## src/rtl/apb_pkg.sv

```systemverilog
// Shared APB types and register map for the encoder/decoder register file.
// Address constants are byte addresses on the 20-bit APB address bus.
package apb_pkg;

    localparam int APB_ADDR_W = 20;
    localparam int APB_DATA_W = 32;

    typedef enum logic [1:0] {
        APB_IDLE   = 2'd0,
        APB_SETUP  = 2'd1,
        APB_ACCESS = 2'd2
    } apb_state_t;

    typedef struct packed {
        logic                  write;
        logic [APB_ADDR_W-1:0] addr;
        logic [APB_DATA_W-1:0] wdata;
    } apb_cmd_t;

    localparam logic [APB_ADDR_W-1:0] CTRL_ADDR           = 20'h00000;
    localparam logic [APB_ADDR_W-1:0] DATA_IN_ADDR        = 20'h00004;
    localparam logic [APB_ADDR_W-1:0] CODEWORD_WIDTH_ADDR = 20'h00008;
    localparam logic [APB_ADDR_W-1:0] NOISE_ADDR          = 20'h0000C;

endpackage

```

## src/rtl/apb_requester.sv

```systemverilog
// APB initiator: one command at a time, SETUP->ACCESS, 3-cycle zero-wait latency, optional timeout.
// Backpressure: cmd_ready only in IDLE; rsp_valid is a one-cycle strobe with no backpressure.
module apb_requester
    import apb_pkg::*;
#(
    parameter int AMBA_WORD       = 32,
    parameter int AMBA_ADDR_WIDTH = 20,
    parameter int TIMEOUT_CYCLES  = 16
) (
    input  logic                       PCLK,
    input  logic                       PRESET,
    input  logic                       cmd_valid,
    output logic                       cmd_ready,
    input  logic                       cmd_write,
    input  logic [AMBA_ADDR_WIDTH-1:0] cmd_addr,
    input  logic [AMBA_WORD-1:0]       cmd_wdata,
    output logic                       rsp_valid,
    output logic [AMBA_WORD-1:0]       rsp_rdata,
    output logic                       rsp_error,
    output logic                       PSEL,
    output logic                       PENABLE,
    output logic                       PWRITE,
    output logic [AMBA_ADDR_WIDTH-1:0] PADDR,
    output logic [AMBA_WORD-1:0]       PWDATA,
    input  logic [AMBA_WORD-1:0]       PRDATA,
    input  logic                       PREADY
);

    localparam int            TW        = (TIMEOUT_CYCLES > 0) ? $clog2(TIMEOUT_CYCLES + 1) : 1;
    localparam bit            TMO_EN    = (TIMEOUT_CYCLES > 0);
    localparam logic [TW-1:0] TMO_LAST  = TW'((TIMEOUT_CYCLES > 0) ? TIMEOUT_CYCLES - 1 : 0);
    localparam logic [TW-1:0] TIMER_MAX = {TW{1'b1}};

    apb_state_t                 state_q,     state_d;
    logic [TW-1:0]              timer_q,     timer_d;
    logic                       cmd_ready_q, cmd_ready_d;
    logic                       rsp_valid_q, rsp_valid_d;
    logic [AMBA_WORD-1:0]       rsp_rdata_q, rsp_rdata_d;
    logic                       rsp_error_q, rsp_error_d;
    logic                       psel_q,      psel_d;
    logic                       penable_q,   penable_d;
    logic                       pwrite_q,    pwrite_d;
    logic [AMBA_ADDR_WIDTH-1:0] paddr_q,     paddr_d;
    logic [AMBA_WORD-1:0]       pwdata_q,    pwdata_d;
    logic                       tmo_hit;

    assign tmo_hit = TMO_EN && (timer_q == TMO_LAST);

    always_comb begin
        state_d     = state_q;
        timer_d     = timer_q;
        cmd_ready_d = cmd_ready_q;
        rsp_valid_d = 1'b0;
        rsp_rdata_d = rsp_rdata_q;
        rsp_error_d = rsp_error_q;
        psel_d      = psel_q;
        penable_d   = penable_q;
        pwrite_d    = pwrite_q;
        paddr_d     = paddr_q;
        pwdata_d    = pwdata_q;

        case (state_q)
            APB_IDLE: begin
                cmd_ready_d = 1'b1;
                if (cmd_valid) begin
                    state_d     = APB_SETUP;
                    timer_d     = '0;
                    cmd_ready_d = 1'b0;
                    psel_d      = 1'b1;
                    penable_d   = 1'b0;
                    pwrite_d    = cmd_write;
                    paddr_d     = cmd_addr;
                    pwdata_d    = cmd_wdata;
                end
            end
            APB_SETUP: begin
                state_d   = APB_ACCESS;
                penable_d = 1'b1;
            end
            APB_ACCESS: begin
                // A slave that answers in the timeout cycle still wins over the abort.
                if (PREADY || tmo_hit) begin
                    state_d     = APB_IDLE;
                    psel_d      = 1'b0;
                    penable_d   = 1'b0;
                    cmd_ready_d = 1'b1;
                    rsp_valid_d = 1'b1;
                    rsp_error_d = !PREADY;
                    rsp_rdata_d = (PREADY && !pwrite_q) ? PRDATA : '0;
                end else if (timer_q != TIMER_MAX) begin
                    timer_d = timer_q + 1'b1;
                end
            end
            default: begin
                state_d     = APB_IDLE;
                psel_d      = 1'b0;
                penable_d   = 1'b0;
                cmd_ready_d = 1'b1;
            end
        endcase
    end

    always_ff @(posedge PCLK) begin
        if (PRESET) begin
            state_q     <= APB_IDLE;
            timer_q     <= '0;
            cmd_ready_q <= 1'b1;
            rsp_valid_q <= 1'b0;
            rsp_rdata_q <= '0;
            rsp_error_q <= 1'b0;
            psel_q      <= 1'b0;
            penable_q   <= 1'b0;
            pwrite_q    <= 1'b0;
            paddr_q     <= '0;
            pwdata_q    <= '0;
        end else begin
            state_q     <= state_d;
            timer_q     <= timer_d;
            cmd_ready_q <= cmd_ready_d;
            rsp_valid_q <= rsp_valid_d;
            rsp_rdata_q <= rsp_rdata_d;
            rsp_error_q <= rsp_error_d;
            psel_q      <= psel_d;
            penable_q   <= penable_d;
            pwrite_q    <= pwrite_d;
            paddr_q     <= paddr_d;
            pwdata_q    <= pwdata_d;
        end
    end

    assign cmd_ready = cmd_ready_q;
    assign rsp_valid = rsp_valid_q;
    assign rsp_rdata = rsp_rdata_q;
    assign rsp_error = rsp_error_q;
    assign PSEL      = psel_q;
    assign PENABLE   = penable_q;
    assign PWRITE    = pwrite_q;
    assign PADDR     = paddr_q;
    assign PWDATA    = pwdata_q;

endmodule
```

## config.mk

```make
export PLATFORM = sky130hd
export DESIGN_NAME = apb_requester
export DESIGN_NICKNAME = d
export VERILOG_FILES = /design/src/rtl/apb_pkg.sv /design/src/rtl/apb_requester.sv
export SDC_FILE = /design/constraint.sdc
export NUM_CORES = 1
export LEC_CHECK = 0
export ABC_AREA = 1
export ABC_CLOCK_PERIOD_IN_PS = 3500
export CELL_PAD_IN_SITES_DETAIL_PLACEMENT = 1
export CELL_PAD_IN_SITES_GLOBAL_PLACEMENT = 1
export CORE_MARGIN = 3
export CORE_UTILIZATION = 31
export CTS_CLUSTER_SIZE = 14
export DETAILED_ROUTE_END_ITERATION = 8
export PLACE_DENSITY = 0.89
export SYNTH_ARGS = -nofsm -noshare
export SYNTH_HDL_FRONTEND = slang
export SYNTH_SLANG_ARGS = --single-unit
```

## constraint.sdc

```tcl
create_clock -name PCLK -period 3.5 [get_ports PCLK]
set_clock_uncertainty 0.2 [all_clocks]
set_input_delay 0.35 -clock PCLK [delete_from_list [all_inputs] [get_ports PCLK]]
set_output_delay 0.35 -clock PCLK [all_outputs]
set_load 0.03 [all_outputs]
```

Word level (Yosys, flattened, before mapping)
Index checks and enable logic that the tools add are counted.
- flip-flop bits (word level): 97
- bits in latches: 0
- memory bits (writable): 0
- bits in read-only memories: 0
- input bits: 89
- output and inout bits: 90
- logic and storage cells: 52
- memories kept: 0
- $add $sub $neg: 1
- multiply operators: 0
- div/mod/pow operators: 0
- order comparisons: 0
- eq/ne operators: 8
- shift-type cells: 0
- muxes and demuxes: 17
- bitwise gates (word level): 2
- reduce and logical (&&, ||, !) cells: 13
- operator list (operator ; count):
    two-way mux 32 bit ; 1
    two-way mux 5 bit ; 3
    one-hot mux 5 bit (2 select lines) ; 1
    one-hot mux 1 bit (3 select lines) ; 3
    inequality test 2 bit (second input constant) ; 4
    AND reduction 2 bit ; 4
    two-way mux 1 bit ; 6
    one-hot mux 2 bit (3 select lines) ; 1
    adder 5 x 1 -> 5 bit (second input constant) ; 1
    == test 5 x 4 -> 1 bit (second input constant) ; 1
    inequality test 5 bit (second input constant) ; 1
    two-way mux 2 bit ; 2
    AND reduction 4 bit ; 1
    AND reduction 3 bit ; 1
    == test 2 x 1 -> 1 bit (second input constant) ; 1
    == test 2 bit (second input constant) ; 1
    logical NOT 1 bit ; 2
    logical NOT 2 bit ; 1
    NOT 1 bit ; 2
    nonzero test 2 bit ; 1
    OR reduction 2 bit ; 1
    logical AND 1 bit ; 1
    logical OR 1 bit ; 1

Longest topological paths before layout
Gate-level depths: netlist of run 1.
- depth in word-level cells: 4
- mapped depth: 12
- mapped depth without buffers: 11

Worst setup path before layout of run 1
No wires, ideal clock.
- kind: reg2reg
- start point: reg timer_q[0]
- end point: reg rsp_rdata_q[2], in the netlist rsp_rdata[2]
- library setup time: 0.117 ns
- arrival time: 1.505 ns
- data required time: 3.183 ns
- path slack: 1.678 ns
- stages on the path, launching flop included: 12
- path buffers: 2
- period minus slack after synthesis: 1.822 ns
- cells stage by stage: dfxtp_1 > ha_1 > inv_1 > nor3_1 > ha_1 > inv_1 > nand2_1 > nand2_2 > buf_6 > buf_6 > nand3_1 > o21ai_1
- longest elaborated chain between the ends: 3
- ends and longest elaborated chain (item ; RTL line ; text):
    from (decl) ; apb_requester.sv:35 ; logic [TW-1:0] timer_q, timer_d;
    from (signal assigned) ; apb_requester.sv:118 ; timer_q <= timer_d;
    == test 5 x 4 -> 1 bit ; apb_requester.sv:47 ; assign tmo_hit = TMO_EN && (timer_q == TMO_LAST);
    logical OR 1 bit ; apb_requester.sv:82 ; if (PREADY || tmo_hit) begin
    AND reduction 2 bit (no line) ; n/a ;
    to (signal assigned) ; apb_requester.sv:121 ; rsp_rdata_q <= rsp_rdata_d;
    to (decl) ; apb_requester.sv:38 ; logic [AMBA_WORD-1:0] rsp_rdata_q, rsp_rdata_d;
No other way between the ends.
A chain may end at the register's enable or synchronous reset.

Worst setup path after layout of run 1
- start point: reg timer_q[0]
- end point: reg rsp_rdata_q[0], in the netlist rsp_rdata[0]
Same word-level chain as after synthesis.

==> key figures, run 1 <==
Worst setup path
  • CP arrival: 2760 ps
  • Flop-to-flop setup slack: approximately 800 ps
  • Max incr delay on CP: 380 ps
  • Slowest-stage cell, CP: dfxtp_1
  • CP endpoint kind: register
  • Capture point of the critical path: rsp_rdata[0]
  • WS Path Type: reg -> reg
  • FF-to-FF End: rsp_rdata[0]
  • WP depth: 10
  • Worst Setup SP: timer_q[0]
  • Worst path bufs/invs: 3
  • RR Startpoint: timer_q[0]
  • Worst endpoint required time: 3560 ps
  • R2R depth: 10
  • Critical path's top delay family: simple AND/OR/NAND/NOR gates
  • CP startpoint kind: register
  • CP max FO: 33
  • CP Cell Sequence: ha_1 > inv_1 > nor3_1 > ha_1 > inv_1 > nand2_1 > nand2_2 > inv_2 > nand2_4 > o21ai_1

Timing
  • Minimum clock period: 2700 ps
  • Setup violators final: 0
  • Final Max Slew Viols: 0
  • Final Cycle Share: 0.771
  • RSZ-0062 raised after global routing: no
  • Slew @ Worst Pin: 581 ps
  • Final hold violations: 0
  • Setup TNS: 0 ps
  • Worst slew margin: 0.612
  • Max Clock Freq: between 0.3 and 0.4 GHz

Clock tree
  • # clock sinks: 97
  • CTS buffer count: 9
  • Gates resized, CTS repair: 0
  • Post-CTS Setup Repair Bufs: 0
  • Root Buffer Master: clkbuf_16
  • Htree depth: 3
  • Clock Latency Late Sink: 350 ps
  • # hold bufs at CTS: 0
  • Max Buffers Root-to-Sink: 2
  • TritonCTS clock tree: built
  • Worst-path clk slew: 70 ps

Yosys
  • Post-synth top cells: 120 x nor2_1, 97 x dfxtp_1, 55 x o21ai_0
  • Area leader, netlist: dfxtp_1
  • Cells after Synth: ~460
  • Largest cells by area after synthesis: dfxtp_1 50%, nor2_1 12%, nand3_2 7.5%, o21ai_0 7.1%, o21ai_2 6.5%
  • #FFs+latches synth: 97
  • Mapped Avg Cell Area: 8.44 sq um
  • Synth Flop Type: dfxtp_1
  • Synth top area share: 0.499
  • Post-synth ARST share: 0
  • Synthesized area: just under 0.004 sq mm
  • Yosys cell types: 23
  • Yosys warns: 0
  • Sequential fraction of the synthesis area: 0.499
  • Number of flops mapped to enable cells by yosys: 0
  • Most frequent cell after synthesis: nor2_1
  • Post-Syn Nets: 553

Die
  • Die footprint: around 0.014 sq mm
  • I/O pin cnt: 179
  • Initial Util: 0.320
  • CORE AREA: 0.0122 sq mm
  • Die X-Extent: roughly 120 um
  • Row count: 40
  • Die H: 118 um

Cells and area
  • Reg area: 0.00194 sq mm
  • Final Core Density: 0.500
  • Net count, final: ~720
  • Area delta synth->final: 56.2%
  • ANT cells: 0
  • Share of cells above drive strength 1: 0.143
  • Multi-input logic area: approximately 0.0017 sq mm
  • Fillers: 1441

Drt
  • Drt initial violations: 206
  • Vias: 3691
  • Antenna viol nets, final: 0
  • # DRC: 0
  • Vias/cell: 4.64
  • Pre-Repair DR Iteration Count: 4
  • WL/cell: ~15 um
  • Routed wire length: 12200 um

Place
  • I/O Buffers: 178
  • GPL Wtd Cong: approximately 0.75
  • DP Wirelength: 8780 um

Global routing
  • Vias in the first global route: around 3900
  • Grt ovf: 0
  • Largest net degree at the start of global routing: 92
  • Gr usage total: 0.177
  • First-pass GRT wire length: 20000 um
  • Antenna violations before repair: 0

Power and ir drop
  • Leak pwr: 2.31 nW
  • Largest vdd supply drop: around 0.17 mV
  • P per Cell Area: between 400 and 500 mW/mm^2

Status
  • Status: finished clean

Run
  • Max Cap Viol: 0

Worst hold path
  • HP Class: reg -> reg
## final cells by class
class                   instances  area share
well taps                     168      0.0346
repair buffers                182       0.300
clock inverters                 6      0.0227
multi-input cells             316       0.274
inverters                      17      0.0109
flip-flops and latches         97       0.320
clock buffers                  10      0.0377
## power by group
group | total, mW | internal [mW] | switching, mW
clock | 1.20 | 0.775 | 0.428
combinational | 0.562 | 0.245 | 0.317
sequential | 1.21 | 1.17 | 0.0361
total | 2.97 | 2.19 | 0.781
## tightest hold or removal path, delay by kind of cell (launching register included)
family	cells	cell delay [ps]
AO/OA/AOI/OAI	1	40
flip-flops	1	320
AND/OR/NAND/NOR	1	70
## worst min path at each step
stage	start	end	slack (ps)	cells past startpoint
floorplan	PRESET	timer_q[0]	220	1
global placement	PSEL	PSEL	250	2
detailed placement	rsp_rdata[30]	rsp_rdata[30]	260	2
CTS	rsp_rdata[30]	rsp_rdata[30]	270	2
global route	rsp_rdata[29]	rsp_rdata[29]	300	2
finish	rsp_rdata[30]	rsp_rdata[30]	270	2
## logic make-up (layout without fill, tap and decap cells)
logic type / count (synthesis) / count (layout) / synth area share
buffers and inverters: 48 / 215 / 0.0724
and+or+nand+nor: 220 / 220 / 0.271
AOI/OAI and AO/OA: 93 / 93 / 0.148
DFF: 97 / 97 / 0.499
adders and majority gates: 3 / 3 / 0.00965
## stage by stage
| step | area [sq um] | worst slack (ps) | power, mW | hold WS [ps] | instances |
|---|---|---|---|---|---|
| final | 6080 | 802 | 2.97 | 271 | 796 |
| after global routing | 6080 | 595 | 3.11 | 298 | 796 |
| after CTS | 6080 | 789 | 3.01 | 274 | 796 |
| after detailed placement | 5710 | 812 | 1.80 | 264 | 780 |
| after global placement | 5710 | 1050 | 1.78 | 254 | 780 |
| after floorplan | 3890 | 1680 | 1.53 | 219 | 461 |
## cells in the final DEF, fill, tap and decap left out, types with 9 or more instances in the layout
cell	netlist	layout
inv_1	10	10
clkbuf_16	0	9
dfxtp_1	97	97
nand3_1	11	11
o21ai_2	29	29
clkdlybuf4s50_1	0	178
nand3_2	29	29
nor2_1	120	120
nand2_1	52	52
o21ai_0	55	55
## routing by layer
layer / wire length, um / up-vias / GRT usage
li1: - / 1814 / -
met1: 5070 / 1741 / 0.199
met2: 6150 / 118 / 0.315
met4: 269 / 0 / 0.0711
met3: 753 / 18 / 0.0490
met5: 0 / - / 0
## flip-flops by register name, summed over array words and instances, names as in the netlist
signal	cells
PWRITE	1
rsp_valid	1
PSEL	1
PENABLE	1
rsp_rdata	32
state_q	2
cmd_ready	1
rsp_error	1
PWDATA	32
PADDR	20
timer_q	5
(Power assumes the default switching activity.)
==> inputs of run 2 (changes only) <==
ABC_CLOCK_PERIOD_IN_PS = 2400   (was 3500)
CORE_UTILIZATION = 26   (was 31)
PLACE_DENSITY = 0.8   (was 0.89)
clock period = 2.4 ns   (was 3.5 ns; I/O delays follow)
==> run 2 against run 1 <==
Against the previous run: fmax is 29% higher; setup slack worse by 490 ps; critical path depth stayed put; wire length is 1.0% lower; via count is 0.87% lower; largest cell class unchanged; final cell count is 2.3% higher.
==> key figures, run 2 (synthesis gave the netlist of run 1 again) <==
Clock tree
  • Root Buffer Master: clkbuf_16
  • Htree depth: 3
  • # hold bufs at CTS: 0
  • TritonCTS clock tree: built
  • Gates resized, CTS repair: 0
  • Max Buffers Root-to-Sink: 2
  • # clock sinks: 97
  • Post-CTS Setup Repair Bufs: 0
  • CTS buffer count: 9
  • Worst-path clk slew: 60 ps
  • Clock Latency Late Sink: 340 ps

Drt
  • Antenna viol nets, final: 0
  • Routed wire length: 12100 um
  • Vias: 3659
  • Drt initial violations: roughly 160
  • WL/cell: 14.9 um
  • Vias/cell: 4.50
  • # DRC: 0
  • Pre-Repair DR Iteration Count: 4

Power and ir drop
  • Leak pwr: 2.27 nW
  • P per Cell Area: around 660 mW/mm^2
  • Largest vdd supply drop: 0.304 mV

Die
  • Die H: 128 um
  • Die footprint: 0.0165 sq mm
  • Row count: 44
  • CORE AREA: 0.0146 sq mm
  • Die X-Extent: 128 um
  • Initial Util: 0.267
  • I/O pin cnt: about 180

Timing
  • RSZ-0062 raised after global routing: no
  • Worst slew margin: 0.571
  • Final Cycle Share: 0.871
  • Minimum clock period: 2090 ps
  • Max Clock Freq: ~0.48 GHz
  • Final hold violations: 0
  • Final hold slack: 264 ps
  • Final Max Slew Viols: 0
  • Setup violators final: 0
  • Setup TNS: 0 ps
  • Slew @ Worst Pin: 644 ps

Worst setup path
  • CP startpoint kind: register
  • CP max FO: 33
  • WS Path Type: reg -> reg
  • CP arrival: 2160 ps
  • Worst endpoint required time: 2460 ps
  • CP endpoint kind: register

Run
  • Max Cap Viol: 0

Global routing
  • Antenna violations before repair: 0
  • First-pass GRT wire length: 19200 um
  • Largest net degree at the start of global routing: 54
  • Grt ovf: 0
  • Vias in the first global route: between 3000 and 4000
  • Gr usage total: 0.145

Cells and area
  • Most frequent cells in the layout: 178 x clkdlybuf4s50_1, 120 x nor2_1, 97 x dfxtp_1, 55 x o21ai_0, 52 x nand2_1
  • Most common cell after layout, fill and taps aside: clkdlybuf4s50_1
  • Reg area: 0.00194 sq mm
  • Share of cells above drive strength 1: 0.146
  • Area delta synth->final: 55.2%
  • Net count, final: 717
  • Fillers: 1703
  • ANT cells: 0
  • Multi-input logic area: 0.00168 sq mm

Worst hold path
  • HP Class: reg -> reg

Status
  • Status: finished clean

Place
  • DP Wirelength: 8940 um
  • GPL Wtd Cong: 0.780
  • I/O Buffers: 178
## run 2: cell types whose count changed in the layout (fill, tap and decap cells not counted)
| cell | delta |
|---|---|
| nand2_4 | -1 |
| bufinv_16 | -3 |
| buf_12 | -1 |
| inv_2 | -1 |
| buf_4 | +3 |
| clkinvlp_4 | +1 |
| nor3_2 | +1 |
| inv_6 | -1 |
| clkbuf_1 | +1 |
| nand2_8 | +1 |
| clkinv_2 | +3 |
| nor3_1 | -1 |
## run 2: report_power, final
part           internal, mW  leakage (nW)  switching, mW  total, mW
clock network         0.807         0.139          0.599       1.41
registers              1.71         0.796         0.0562       1.76
logic                 0.357          1.33          0.457      0.814
total                  2.87          2.27           1.11       3.98
## run 2: metal layers
layer  routed length (um)  vias up  global-route usage
met3                  905       14              0.0425
met2                 5930      111               0.247
met5                    0        -                   0
met4                  130        0              0.0443
li1                     -     1815                   -
met1                 5150     1719               0.178
## run 2: worst max-delay path: stages (launching register included)
cell and delay (ps):
dfxtp_1 380, ha_1 180, inv_1 60, nor3_2 150, ha_1 210, inv_1 50
nand2_1 90, nand2_2 120, inv_2 140, nand2_8 210, o21ai_1 220
## run 2: path summary, 6_finish.rpt
check / slack (ps) / cells past startpoint / startpoint / endpoint
min reg2reg: 260 / 2 / PSEL / PSEL
max reg2reg: 310 / 10 / timer_q[0] / rsp_rdata[2]
min: 260 / 2 / PSEL / PSEL
max: 310 / 10 / timer_q[0] / rsp_rdata[2]
## run 2: layout make-up
class | instances | share of cell area
clock buffers | 11 | 0.0386
multi-input cells | 316 | 0.278
inverters | 17 | 0.0112
flip-flops and latches | 97 | 0.322
repair buffers | 184 | 0.303
well taps | 184 | 0.0381
clock inverters | 5 | 0.00933
## run 2: through the flow
step	utilization	setup WS (ps)	std cells	instance area (sq um)	power, mW
4_1_cts	0.413	100	814	6020	4.05
3_3_place_gp	0.393	310	798	5730	2.59
6_report	0.414	309	814	6040	3.98
5_1_grt	0.414	70.9	814	6040	4.19
2_1_floorplan	-	578	461	3890	2.23
3_5_place_dp	0.393	76.9	798	5730	2.62
==> RTL change 1 (config.mk and constraints of run 1) <==
`TIMEOUT_CYCLES`: 16 -> 8.
--- a/src/rtl/apb_requester.sv
+++ b/src/rtl/apb_requester.sv
@@ -7,3 +7,3 @@
     parameter int AMBA_ADDR_WIDTH = 20,
-    parameter int TIMEOUT_CYCLES  = 16
+    parameter int TIMEOUT_CYCLES  = 8
 ) (
Function: same outputs for any inputs over 10 cycles, from zero or initial values and one cycle with PRESET high; that may be too few to reach the edited logic, so the function may still have changed.
==> RTL change 1 against run 1 <==
- hold slack got worse by 0.0042 ns
- area after synthesis fell by 8.9%
- final area fell by 7.1%
- via count fell by 2.1%
- fmax rose by 23%
- worst setup slack improved by 0.51 ns
- total power fell by 8.5%
- non-clock buffer count fell by 1
- sequential share of layout area rose by 2.1 points
- synthesized cell count fell by 3.7%
- sequential cell count fell by 1
- die area fell by 8.4%
- global-route usage rose by 1.1 points
- wire length fell by 0.94%
- critical path type unchanged
- highest routed layer unchanged
==> RTL change 1: results (changes against run 1) <==
| Metric | Value |
|---|---|
| Slew HR | `38.4% (-23 points)` |
| Critical path's slowest cell | `nor2_8` |
| Synth top cells by count | `nor2_1, dfxtp_1, nand3_1` |
| Int Power | `1.96 mW (-11%)` |
| Met1 Use GR | `20.9% (+1.0 points)` |
| Gr usage total | `18.8% (+1.1 points)` |
| Fin Hold WS | `0.267 ns (-0.00418 ns)` |
| Met3 Resource Use GR | `4.17% (-0.73 points)` |
| Syn avg cell area | `7.98 um2 (-5.4%)` |
| Met1 wire length | `4710 um (-7.0%)` |
| Met2 Track Usage GR | `34.9% (+3.4 points)` |
| Hold wc startpoint | `rsp_rdata[25]` |
| GPL Wtd Cong | `0.780 (+3.5%)` |
| Routed wl met3 | `704 um (-6.5%)` |
| CP endpoint | `rsp_rdata[12]` |
| Synth Net Count | `534 (-3.4%)` |
| Vias in the first global route | `3863 (-0.92%)` |
| Routed wire length per instance | `16.2 um (+5.3%)` |
| Netlist cell types | `21 (-8.7%)` |
| Post-Place Setup Slack | `1.15 ns (+0.334 ns)` |
| Clock share of power | `35.9% (-4.6 points)` |
| Fillers | `1327 (-7.9%)` |
| Largest cells by area after synthesis | `dfxtp_1, nor2_1, nand3_1, o21ai_0, nand2_1` |
| Tcrit/Tclk final | `62.5% (-15 points)` |
| Flop2flop setup slack | `1.31 ns (+0.51 ns)` |
| Pwr Density | `482 nW/um2 (-1.5%)` |
| First-pass GRT wire length | `19500 um (-2.5%)` |
| Crit-path max FO | `40 (+21%)` |
| Status | `complete, no violations` |
| Pleak | `2.31 nW (-0.11%)` |
| Layout cells sized above 1 | `5.58% (-8.7 points)` |
| Placed cell areas | `5350 um2 (-6.3%)` |
| CP arrival | `2.26 ns (-0.50 ns)` |
| Cells after DPL | `734 (-5.9%)` |
| Logic pwr share | `19.9% (+1.0 points)` |
| Final net count | `695 (-2.8%)` |
-- RTL change 1: cell types whose count changed after synthesis, moves of 7 or more --
cell and delta:
buf_2 +7, o21ai_0 -8, nand3_2 -23, o21ai_2 -29
nand3_1 +59
-- RTL change 1: area by class of cell --
class | count | area, um2 | share of cell area [%]
clock buffers | 9 | 225 | 3.99
clock inverters | 6 | 70.1 | 1.24
inverters | 9 | 33.8 | 0.598
multi-input cells | 308 | 1400 | 24.8
flip-flops and latches | 96 | 1920 | 34.0
well taps | 140 | 175 | 3.10
repair buffers | 181 | 1820 | 32.2
-- RTL change 1: cell families (layout without fill, tap and decap cells) --
logic type,after synthesis,after routing,share of synthesized area [%]
AND/OR/NAND/NOR,248,248,30.8
flip-flops,96,96,54.2
AO/OA/AOI/OAI,59,59,8.33
buffers and inverters,40,205,6.28
adder cells (fa/ha/maj),1,1,0.353
==> RTL change 2 (config.mk and constraints of run 1) <==
Made on the original files. Re-encode `apb_state_t` (3 states) as one-hot, 3 bits wide.
--- a/src/rtl/apb_pkg.sv
+++ b/src/rtl/apb_pkg.sv
@@ -7,6 +7,6 @@
 
-    typedef enum logic [1:0] {
-        APB_IDLE   = 2'd0,
-        APB_SETUP  = 2'd1,
-        APB_ACCESS = 2'd2
+    typedef enum logic [2:0] {
+        APB_IDLE   = 3'b001,
+        APB_SETUP  = 3'b010,
+        APB_ACCESS = 3'b100
     } apb_state_t;
Function: no difference found for any inputs over 10 cycles, from zero or initial values and one cycle with PRESET high; not proved beyond that.
==> RTL change 2 against run 1 <==
- wire length up 1.1%
- sequential cell count up 1
- total power down 6.6%
- area after synthesis down 7.7%
- worst setup slack better by 0.33 ns
- largest cell class unchanged
- cell count down 3.0%
- final area down 5.3%
- die area down 7.3%
==> RTL change 2: results (changes against run 1) <==
| Metric | Value |
|---|---|
| Cells after DPL | `756 (-3.1%)` |
| Hold wc startpoint | `rsp_error` |
| CP peak stage delay | `0.46 ns (+0.08 ns)` |
| XOR/XNOR Fraction of Synth Area | `0.244% (+0.24 points)` |
| Int Power | `2.02 mW (-8.0%)` |
| Flop2flop setup slack | `1.14 ns (+0.33 ns)` |
| Slew HR | `39.0% (-22 points)` |
| Clock Latency Late Sink | `0.35 ns (about the same)` |
| Initial drt markers | `195 (-5.3%)` |
| HPWL Detailed | `8880 um (+1.2%)` |
| Synth Net Count | `555 (+0.36%)` |
| Die area | `12900 um2 (-7.3%)` |
| Critical path's slowest cell | `nand3_2` |
| Adder-Cell Fraction of Synth Area | `1.05% (+0.081 points)` |
| Reg2reg end | `rsp_rdata[26]` |
| DR vias | `3746 (+1.5%)` |
| Final cell count without fillers | `772 (-3.0%)` |
| Crit Reg-Reg Startpoint | `timer_q[0]` |
| R2r worst-path depth | `8 (-2)` |
| Fin Hold WS | `0.252 ns (-0.0189 ns)` |
| Worst vdd ir | `0.389 mV (+130%)` |
| Syn avg cell area | `7.75 um2 (-8.1%)` |
| Synth top cells by count | `nor2_1, dfxtp_1, o21ai_0` |
| Post-Place Setup Slack | `1.02 ns (+0.204 ns)` |
| Vias in the first global route | `4006 (+2.7%)` |
| First-pass GRT wire length | `19800 um (-1.1%)` |
| TritonRoute pass-1 iters | `4 (unchanged)` |
| Hold WC Path Type | `reg -> reg` |
| Final net count | `719 (+0.56%)` |
| Netlist cell types | `22 (-4.3%)` |
| Complex-gate fraction of the synthesized area | `12.8% (-1.9 points)` |
| Sequential area share after synthesis | `54.7% (+4.7 points)` |
| Fillers | `1330 (-7.7%)` |
| Largest cells by area after synthesis | `dfxtp_1, nor2_1, o21ai_0, nand3_1, nand2_1` |
| Layout cells sized above 1 | `4.59% (-9.7 points)` |
| Pleak | `2.29 nW (-0.86%)` |
| Largest net degree at the start of global routing | `94 (+2.2%)` |
| Hold path endpoint | `rsp_error` |
| GPL Wtd Cong | `0.799 (+6.0%)` |
| Status | `complete, no violations` |
| Hold Path Stages | `2 (unchanged)` |
| Routed wire length per instance | `16.0 um (+4.3%)` |
| CP arrival | `2.41 ns (-0.35 ns)` |
## RTL change 2: cell count changes after synthesis, moves of 6 or more
cell      delta
buf_6        -8
clkbuf_1     +6
nand3_1     +30
nand3_2     -27
o21ai_0     +13
o21ai_1     +14
o21ai_2     -29
## RTL change 2: final cells by class
class / count / area, um2 / share of cell area, %
clock buffer: 13 / 260 / 4.52
clock inverter: 3 / 47.5 / 0.826
inverter: 18 / 67.6 / 1.17
multi-input combinational: 318 / 1430 / 24.9
sequential: 98 / 1960 / 34.1
tap: 140 / 175 / 3.04
timing repair buffer: 182 / 1810 / 31.5
## RTL change 2: cells by family (layout without fill, tap and decap cells)
family | Yosys count | in the layout
AND/OR/NAND/NOR | 223 | 223
buffers and inverters | 47 | 216
adder cells (fa/ha/maj) | 3 | 3
XOR/XNOR | 1 | 1
flip-flops | 98 | 98
AO/OA/AOI/OAI | 91 | 91
## RTL change 2: power groups by stage
| stage | sequential, mW | combinational, mW | clock [mW] |
|---|---|---|---|
| final | 1.22 | 0.536 | 1.02 |
| after global routing | 1.23 | 0.578 | 1.10 |
| after CTS | 1.23 | 0.543 | 1.05 |
| after detailed placement | 1.25 | 0.537 | 0 |
| after global placement | 1.24 | 0.523 | 0 |
| after floorplan | 1.36 | 0.151 | 0 |
## RTL change 2: how the worst max path moves through the flow
stage | slack [ns] | endpoint | cells after the start
2_1_floorplan | 1.69 | rsp_rdata[10] | 10
3_3_place_gp | 1.03 | cmd_ready | 6
3_5_place_dp | 1.02 | PWDATA[3] | 6
4_1_cts | 1.10 | rsp_rdata[26] | 8
5_1_grt | 0.91 | rsp_rdata[26] | 8
6_report | 1.14 | rsp_rdata[26] | 8
## RTL change 2: stage by stage
stage | instance area (um2) | total power [mW]
detailed placement | 5450 | 1.79
CTS | 5750 | 2.81
global route | 5750 | 2.91
floorplan | 3590 | 1.51
global placement | 5450 | 1.77
finish | 5750 | 2.78
## RTL change 2: per-layer routing
metal | share of wire [%] | vias to the layer above | track usage (%)
met3 | 7.2 | 21 | 6.31
li1 | - | 1824 | -
met5 | 0 | - | 0
met1 | 40 | 1772 | 21.2
met4 | 2.3 | 0 | 8.09
met2 | 51 | 129 | 34.2
## RTL change 2: critical path: cells and delay by family (launching register included)
kind	cells	cell delay [ns]
AND/OR/NAND/NOR	4	0.81
adder cells (fa/ha/maj)	2	0.40
flip-flops	1	0.39
buffers and inverters	1	0.05
AO/OA/AOI/OAI	1	0.40
